File: config.mk
export PLATFORM = sky130hd
export DESIGN_NAME = tdm_demux_1to8_flat
export DESIGN_NICKNAME = d
export VERILOG_FILES = /design/src/rtl/tdm_demux_1to8_if.sv /design/src/rtl/tdm_demux_1to8.sv /design/src/flat_wrapper.sv
export SDC_FILE = /design/constraint.sdc
export NUM_CORES = 1
export LEC_CHECK = 0
export ABC_AREA = 1
export BUFFER_PORTS_ARGS = -buffer_cell sky130_fd_sc_hd__buf_2
export CAP_MARGIN = 20
export CORE_MARGIN = 5
export CORE_UTILIZATION = 45
export CTS_BUF_LIST = sky130_fd_sc_hd__clkbuf_8
export CTS_CLUSTER_SIZE = 30
export DETAILED_ROUTE_END_ITERATION = 8
export GPL_TIMING_DRIVEN = 0
export HOLD_SLACK_MARGIN = 0.02
export PLACE_DENSITY_LB_ADDON = 0.3
export SYNTH_ARGS = -nofsm -noshare
export SYNTH_HDL_FRONTEND = slang
export SYNTH_SLANG_ARGS = --single-unit
File: constraint.sdc
create_clock -name clk -period 1.6 [get_ports clk]
set_clock_uncertainty 0.1 [all_clocks]
set_input_delay 0.08 -clock clk [delete_from_list [all_inputs] [get_ports clk]]
set_output_delay 0.08 -clock clk [all_outputs]
set_load 0.01 [all_outputs]
File: src/rtl/tdm_demux_1to8_if.sv
// Serial-in / parallel-out bus for the 1:8 TDM demultiplexer.
// Handshake: din and frame_start are sampled only on a rising clk where din_valid=1; there is no ready, so the block always accepts.
interface tdm_demux_1to8_if;
  logic       din;
  logic       din_valid;
  logic       frame_start;
  logic       y0, y1, y2, y3, y4, y5, y6, y7;
  logic       s2, s1, s0;
  logic       frame_valid;
  logic       frame_err;
  logic [7:0] frame_cnt;

  modport master (
    output din, din_valid, frame_start,
    input  y0, y1, y2, y3, y4, y5, y6, y7,
    input  s2, s1, s0, frame_valid, frame_err, frame_cnt
  );

  modport slave (
    input  din, din_valid, frame_start,
    output y0, y1, y2, y3, y4, y5, y6, y7,
    output s2, s1, s0, frame_valid, frame_err, frame_cnt
  );
endinterface

File: src/rtl/tdm_demux_1to8.sv
// Rebuilds eight channel bits from a slot-scanned serial stream and presents them
// as a registered parallel word once per complete frame.
module tdm_demux_1to8 (
  input  logic                    clk,
  input  logic                    rst_n,
  tdm_demux_1to8_if.slave         bus,
  output logic                    dbg_state_o
);

  typedef enum logic {
    IDLE    = 1'b0,
    COLLECT = 1'b1
  } state_t;

  state_t     state_q;
  logic [2:0] slot_q;
  logic [7:0] shadow_q;
  logic [7:0] y_q;
  logic       frame_valid_q;
  logic       frame_err_q;
  logic [7:0] frame_cnt_q;

  always_ff @(posedge clk or negedge rst_n) begin
    if (!rst_n) begin
      state_q       <= IDLE;
      slot_q        <= 3'd0;
      shadow_q      <= 8'd0;
      y_q           <= 8'd0;
      frame_valid_q <= 1'b0;
      frame_err_q   <= 1'b0;
      frame_cnt_q   <= 8'd0;
    end else begin
      frame_valid_q <= 1'b0;
      frame_err_q   <= 1'b0;
      if (bus.din_valid) begin
        case (state_q)
          IDLE: begin
            // Bits arriving without a frame marker carry no slot reference.
            if (bus.frame_start) begin
              shadow_q[0] <= bus.din;
              slot_q      <= 3'd1;
              state_q     <= COLLECT;
            end
          end
          COLLECT: begin
            if (bus.frame_start) begin
              frame_err_q <= 1'b1;
              shadow_q    <= {7'd0, bus.din};
              slot_q      <= 3'd1;
            end else if (slot_q == 3'd7) begin
              y_q           <= {bus.din, shadow_q[6:0]};
              frame_valid_q <= 1'b1;
              frame_cnt_q   <= frame_cnt_q + 8'd1;
              slot_q        <= 3'd0;
              state_q       <= IDLE;
            end else begin
              shadow_q[slot_q] <= bus.din;
              slot_q           <= slot_q + 3'd1;
            end
          end
          default: begin
            state_q <= IDLE;
            slot_q  <= 3'd0;
          end
        endcase
      end
    end
  end

  assign bus.y0          = y_q[0];
  assign bus.y1          = y_q[1];
  assign bus.y2          = y_q[2];
  assign bus.y3          = y_q[3];
  assign bus.y4          = y_q[4];
  assign bus.y5          = y_q[5];
  assign bus.y6          = y_q[6];
  assign bus.y7          = y_q[7];
  assign bus.s2          = slot_q[2];
  assign bus.s1          = slot_q[1];
  assign bus.s0          = slot_q[0];
  assign bus.frame_valid = frame_valid_q;
  assign bus.frame_err   = frame_err_q;
  assign bus.frame_cnt   = frame_cnt_q;
  assign dbg_state_o     = state_q;

endmodule
File: src/flat_wrapper.sv
// flat-port wrapper written by rule: the top's interface ports become plain ports
module tdm_demux_1to8_flat 
  (clk, rst_n, dbg_state_o, bus_din, bus_din_valid, bus_frame_start, bus_y0, bus_y1, bus_y2, bus_y3, bus_y4, bus_y5, bus_y6, bus_y7, bus_s2, bus_s1, bus_s0, bus_frame_valid, bus_frame_err, bus_frame_cnt);
  tdm_demux_1to8_if bus_i ();
  input  logic clk;
  input  logic rst_n;
  output logic dbg_state_o;
  input wire logic [$bits(bus_i.din)-1:0] bus_din;
  input wire logic [$bits(bus_i.din_valid)-1:0] bus_din_valid;
  input wire logic [$bits(bus_i.frame_start)-1:0] bus_frame_start;
  output wire logic [$bits(bus_i.y0)-1:0] bus_y0;
  output wire logic [$bits(bus_i.y1)-1:0] bus_y1;
  output wire logic [$bits(bus_i.y2)-1:0] bus_y2;
  output wire logic [$bits(bus_i.y3)-1:0] bus_y3;
  output wire logic [$bits(bus_i.y4)-1:0] bus_y4;
  output wire logic [$bits(bus_i.y5)-1:0] bus_y5;
  output wire logic [$bits(bus_i.y6)-1:0] bus_y6;
  output wire logic [$bits(bus_i.y7)-1:0] bus_y7;
  output wire logic [$bits(bus_i.s2)-1:0] bus_s2;
  output wire logic [$bits(bus_i.s1)-1:0] bus_s1;
  output wire logic [$bits(bus_i.s0)-1:0] bus_s0;
  output wire logic [$bits(bus_i.frame_valid)-1:0] bus_frame_valid;
  output wire logic [$bits(bus_i.frame_err)-1:0] bus_frame_err;
  output wire logic [$bits(bus_i.frame_cnt)-1:0] bus_frame_cnt;
  assign bus_i.din = bus_din;
  assign bus_i.din_valid = bus_din_valid;
  assign bus_i.frame_start = bus_frame_start;
  assign bus_y0 = bus_i.y0;
  assign bus_y1 = bus_i.y1;
  assign bus_y2 = bus_i.y2;
  assign bus_y3 = bus_i.y3;
  assign bus_y4 = bus_i.y4;
  assign bus_y5 = bus_i.y5;
  assign bus_y6 = bus_i.y6;
  assign bus_y7 = bus_i.y7;
  assign bus_s2 = bus_i.s2;
  assign bus_s1 = bus_i.s1;
  assign bus_s0 = bus_i.s0;
  assign bus_frame_valid = bus_i.frame_valid;
  assign bus_frame_err = bus_i.frame_err;
  assign bus_frame_cnt = bus_i.frame_cnt;
  tdm_demux_1to8 u_core (.clk(clk), .rst_n(rst_n), .bus(bus_i), .dbg_state_o(dbg_state_o));
endmodule
==> run_results.csv <==
group,metric,value,unit
detailed_routing,wl,2820,um
synth,synth_fa_ha_area_share,2.68,%
placement,dp_slack,-0.0436,ns
power_and_ir_drop,swShare,27.7,%
setup_path,crit_path_max_fanout,10,
synth,synthMuxAreaShare,0,%
power_and_ir_drop,combPwrFrac,16.3,%
synth,ys_types,20,
sta,fmax,638,MHz
final_layout,nFillCells,270,
setup_path,path_buf_inv,1,
synth,synth_most_common_cell,"nand2_1",
setup_path,crit_slowest_cell,"dfrtp_1",
detailed_routing,firstDrtPassIters,4,
setup_path,crit_arrival,1.63,ns
synth,synth_commonest_cells,"65 x nand2_1, 29 x dfrtp_1, 15 x inv_1",
placement,io_buffers,26,
floorplanning,ioPinCount,27,
final_layout,area_growth,23.5,%
grt,gr-total-overflow,0,
power_and_ir_drop,p_int,1.23,mW
final_layout,nets,212,
power_and_ir_drop,pwr-share-clk,35.0,%
synth,synth_area,0.00140,mm2
grt,grt_usage,14.7,%
grt,grt_pass1_vias,1134,
final_layout,final_cells,248,
detailed_routing,drc_errors,0,
setup_path,critical_path.top_delay_family,"flip-flops",
placement,hpwl,2030,um
synth,syn_nets,173,
sta,min_period,1.57,ns
synth,ys_ff_latch,29,
synth,syn-mean-instance-area,8.49,um2
setup_path,required,1.66,ns
synth,synth_enable_flop_cells,0,
sta,hold_viol,0,
setup_path,cp_cell_sequence,"ha_1 > ha_1 > nand2_2 > nor2_4 > buf_6 > nand2_2 > xnor2_2",
clocking,cts_buffers,5,
flow_run,cap_violations,0,
clocking,clockRootBuffer,"clkbuf_8",
synth,synth_compound_area_share,7.77,%
synth,synth_top_family_by_area,"simple AND/OR/NAND/NOR gates",
synth,synth.area.top_cells,"dfrtp_1 52%, nand2_1 17%, nand3_1 4.6%",
setup_path,crit_type,"reg -> reg",
floorplanning,core,0.00303,mm2
sta,whs,0.0429,ns
clocking,insertion_delay,0.28,ns
power_and_ir_drop,sequentialPowerShare,48.7,%
final_layout,num_antenna_cells,0,
synth,seq_area_frac_synth,51.8,%
setup_path,start_kind,"flop",
synth,synth_top_cell_area_share,51.8,%
clocking,cts-htree-levels,2,
synth,synth-xor-area-share,3.04,%
detailed_routing,vias,1178,
floorplanning,initial_utilization,46.3,%
setup_path,crit_path_end_kind,"flop",
power_and_ir_drop,pwr_density_cell,981,mW/mm2
clocking,cts_tree,"built",
detailed_routing,post_drt_via_cell_ratio,4.75,
floorplanning,design.die.area,0.00433,mm2
detailed_routing,ant_nets,0,
power_and_ir_drop,power_leakage,0.932,nW
floorplanning,rows,20,
clocking,cts.sink_count,29,
placement,dp_cells,235,
setup_path,max_stage_delay,0.42,ns
sta,setup_viol,0,
synth,syn-instance-count,165,
synth,ys.flop_type,"dfrtp_1",
synth,synthSimpleGateAreaFrac,27.9,%
clocking,clockBufferDepth,2,
placement,gp_congestion,0.896,
grt,grt_max_degree,30,
power_and_ir_drop,power.net_switching,0.470,mW
sta,postLayoutSetupSlackWorst,0.0314,ns
sta,slew_violations,0,
power_and_ir_drop,power,1.70,mW
detailed_routing,drt_iter0_drc,60,
grt,antenna_found_initial,0,
final_layout,fin_util,57.1,%
sta,tightest_slew,0.644,ns
hold_path,timing.hold.worst.class,"in -> reg",
sta,post-route-period-util,98.0,%
detailed_routing,routedWlPerCell,11.4,um
outcome,outcome,"completed",
floorplanning,die_y,65.8,um
final_layout,drive_above_1_share,27.5,%
synth,async_reset_ff_share,100,%
floorplanning,die_w,65.8,um
synth,synth_warnings,0,
grt,grt_pass1_wl,4890,um
synth,yosysTopAreaCell,"dfrtp_1",
power_and_ir_drop,ir_drop,0.000535,V
sta,maxSlewHeadroom,57.1,%
sta,rsz0062_at_grt,"true",
clocking,clkTransAtPathRegs,0.06,ns
==> path summary, 6_finish.rpt <==
check	startpoint	endpoint	slack, ns	cells past startpoint
min in group asynchronous	rst_n	u_core.bus.frame_cnt[2]$_DFFE_PN0P_	0.26	2
worst min-delay path	bus_frame_start	u_core.slot_q[2]$_DFFE_PN0P_	0.04	4
worst max register to register	u_core.slot_q[1]$_DFFE_PN0P_	u_core.bus.frame_cnt[4]$_DFFE_PN0P_	0.03	7
worst min register to register	u_core.y_q[6]$_DFFE_PN0P_	u_core.y_q[6]$_DFFE_PN0P_	0.37	2
worst max-delay path	u_core.slot_q[1]$_DFFE_PN0P_	u_core.bus.frame_cnt[4]$_DFFE_PN0P_	0.03	7
max in group asynchronous	rst_n	u_core.slot_q[0]$_DFFE_PN0P_	0.68	2
==> layout by cell type (no fill, tap or decap), drive strengths merged <==
master       Yosys  layout
o21ai           13      13
inv             17      19
o211ai           1       1
xnor2            3       3
nand2           68      68
nand3           14      14
clkbuf           0       6
ha               3       3
dfrtp           29      29
a21oi            2       2
xor2             1       1
nor2            10      10
buf              3      32
dlygate4sd3      0       3
==> tightest hold or removal path, delay by kind of cell <==
| family | cells | cell delay [ns] |
|---|---|---|
| AOI/OAI and AO/OA | 1 | 0.08 |
| buffers and inverters | 1 | 0.10 |
| and+or+nand+nor | 2 | 0.11 |
==> power groups by stage <==
stage               Clock, mW  Combinational, mW  Sequential (mW)
floorplan                   0              0.146            0.855
global placement            0              0.245            0.842
detailed placement          0              0.252            0.843
CTS                     0.609              0.260            0.831
global route            0.654              0.323            0.835
finish                  0.593              0.277            0.827
==> cell families (layout without fill, tap and decap cells) <==
group                    count (synthesis)  after routing
AND/OR/NAND/NOR                         92             92
flip-flops                              29             29
buffers and inverters                   21             60
AO/OA/AOI/OAI                           16             16
XOR/XNOR                                 4              4
adder cells (fa/ha/maj)                  3              3
==> state kept, by name, summed over array words and instances (netlist names) <==
signal	cells
u_core.bus.frame_valid	1
u_core.dbg_state_o	1
u_core.y_q	8
u_core.bus.frame_err	1
u_core.slot_q	3
u_core.shadow_q	7
u_core.bus.frame_cnt	8
==> metrics by stage <==
step | area [um2] | TNS (ns)
finish | 1730 | 0
floorplan | 1400 | 0
global placement | 1590 | -0.00621
detailed placement | 1590 | -0.223
CTS | 1710 | 0
global route | 1730 | -0.445
==> metal layers <==
layer  part of all wire [%]  up-vias  GRT usage (%)  routed length, um
li1                       -      594              -                  -
met4                    1.5        0           5.44                 42
met1                     43      556           17.5               1210
met2                     50       23           24.5               1410
met5                      0        -              0                  0
met3                    5.4        5           4.93                151
==> cell type report <==
cell class	instances	area (um2)	area share [%]
repair buffers	32	183	10.6
well taps	44	55.1	3.18
inverters	18	70.1	4.05
multi-input cells	115	582	33.6
flip-flops and latches	29	727	42.0
plain buffers	3	27.5	1.59
clock buffers	6	82.6	4.77
clock inverters	1	3.75	0.217
==> what timing repair did <==
action	4_1_cts	5_1_grt
hold buffers	3	0
setup endpoints to repair	13	14
pin swaps	0	0
setup buffers	0	3
resized for setup	2	1
endpoints found under the hold margin	32	0
Note: power is estimated with default switching activity, not from simulation.
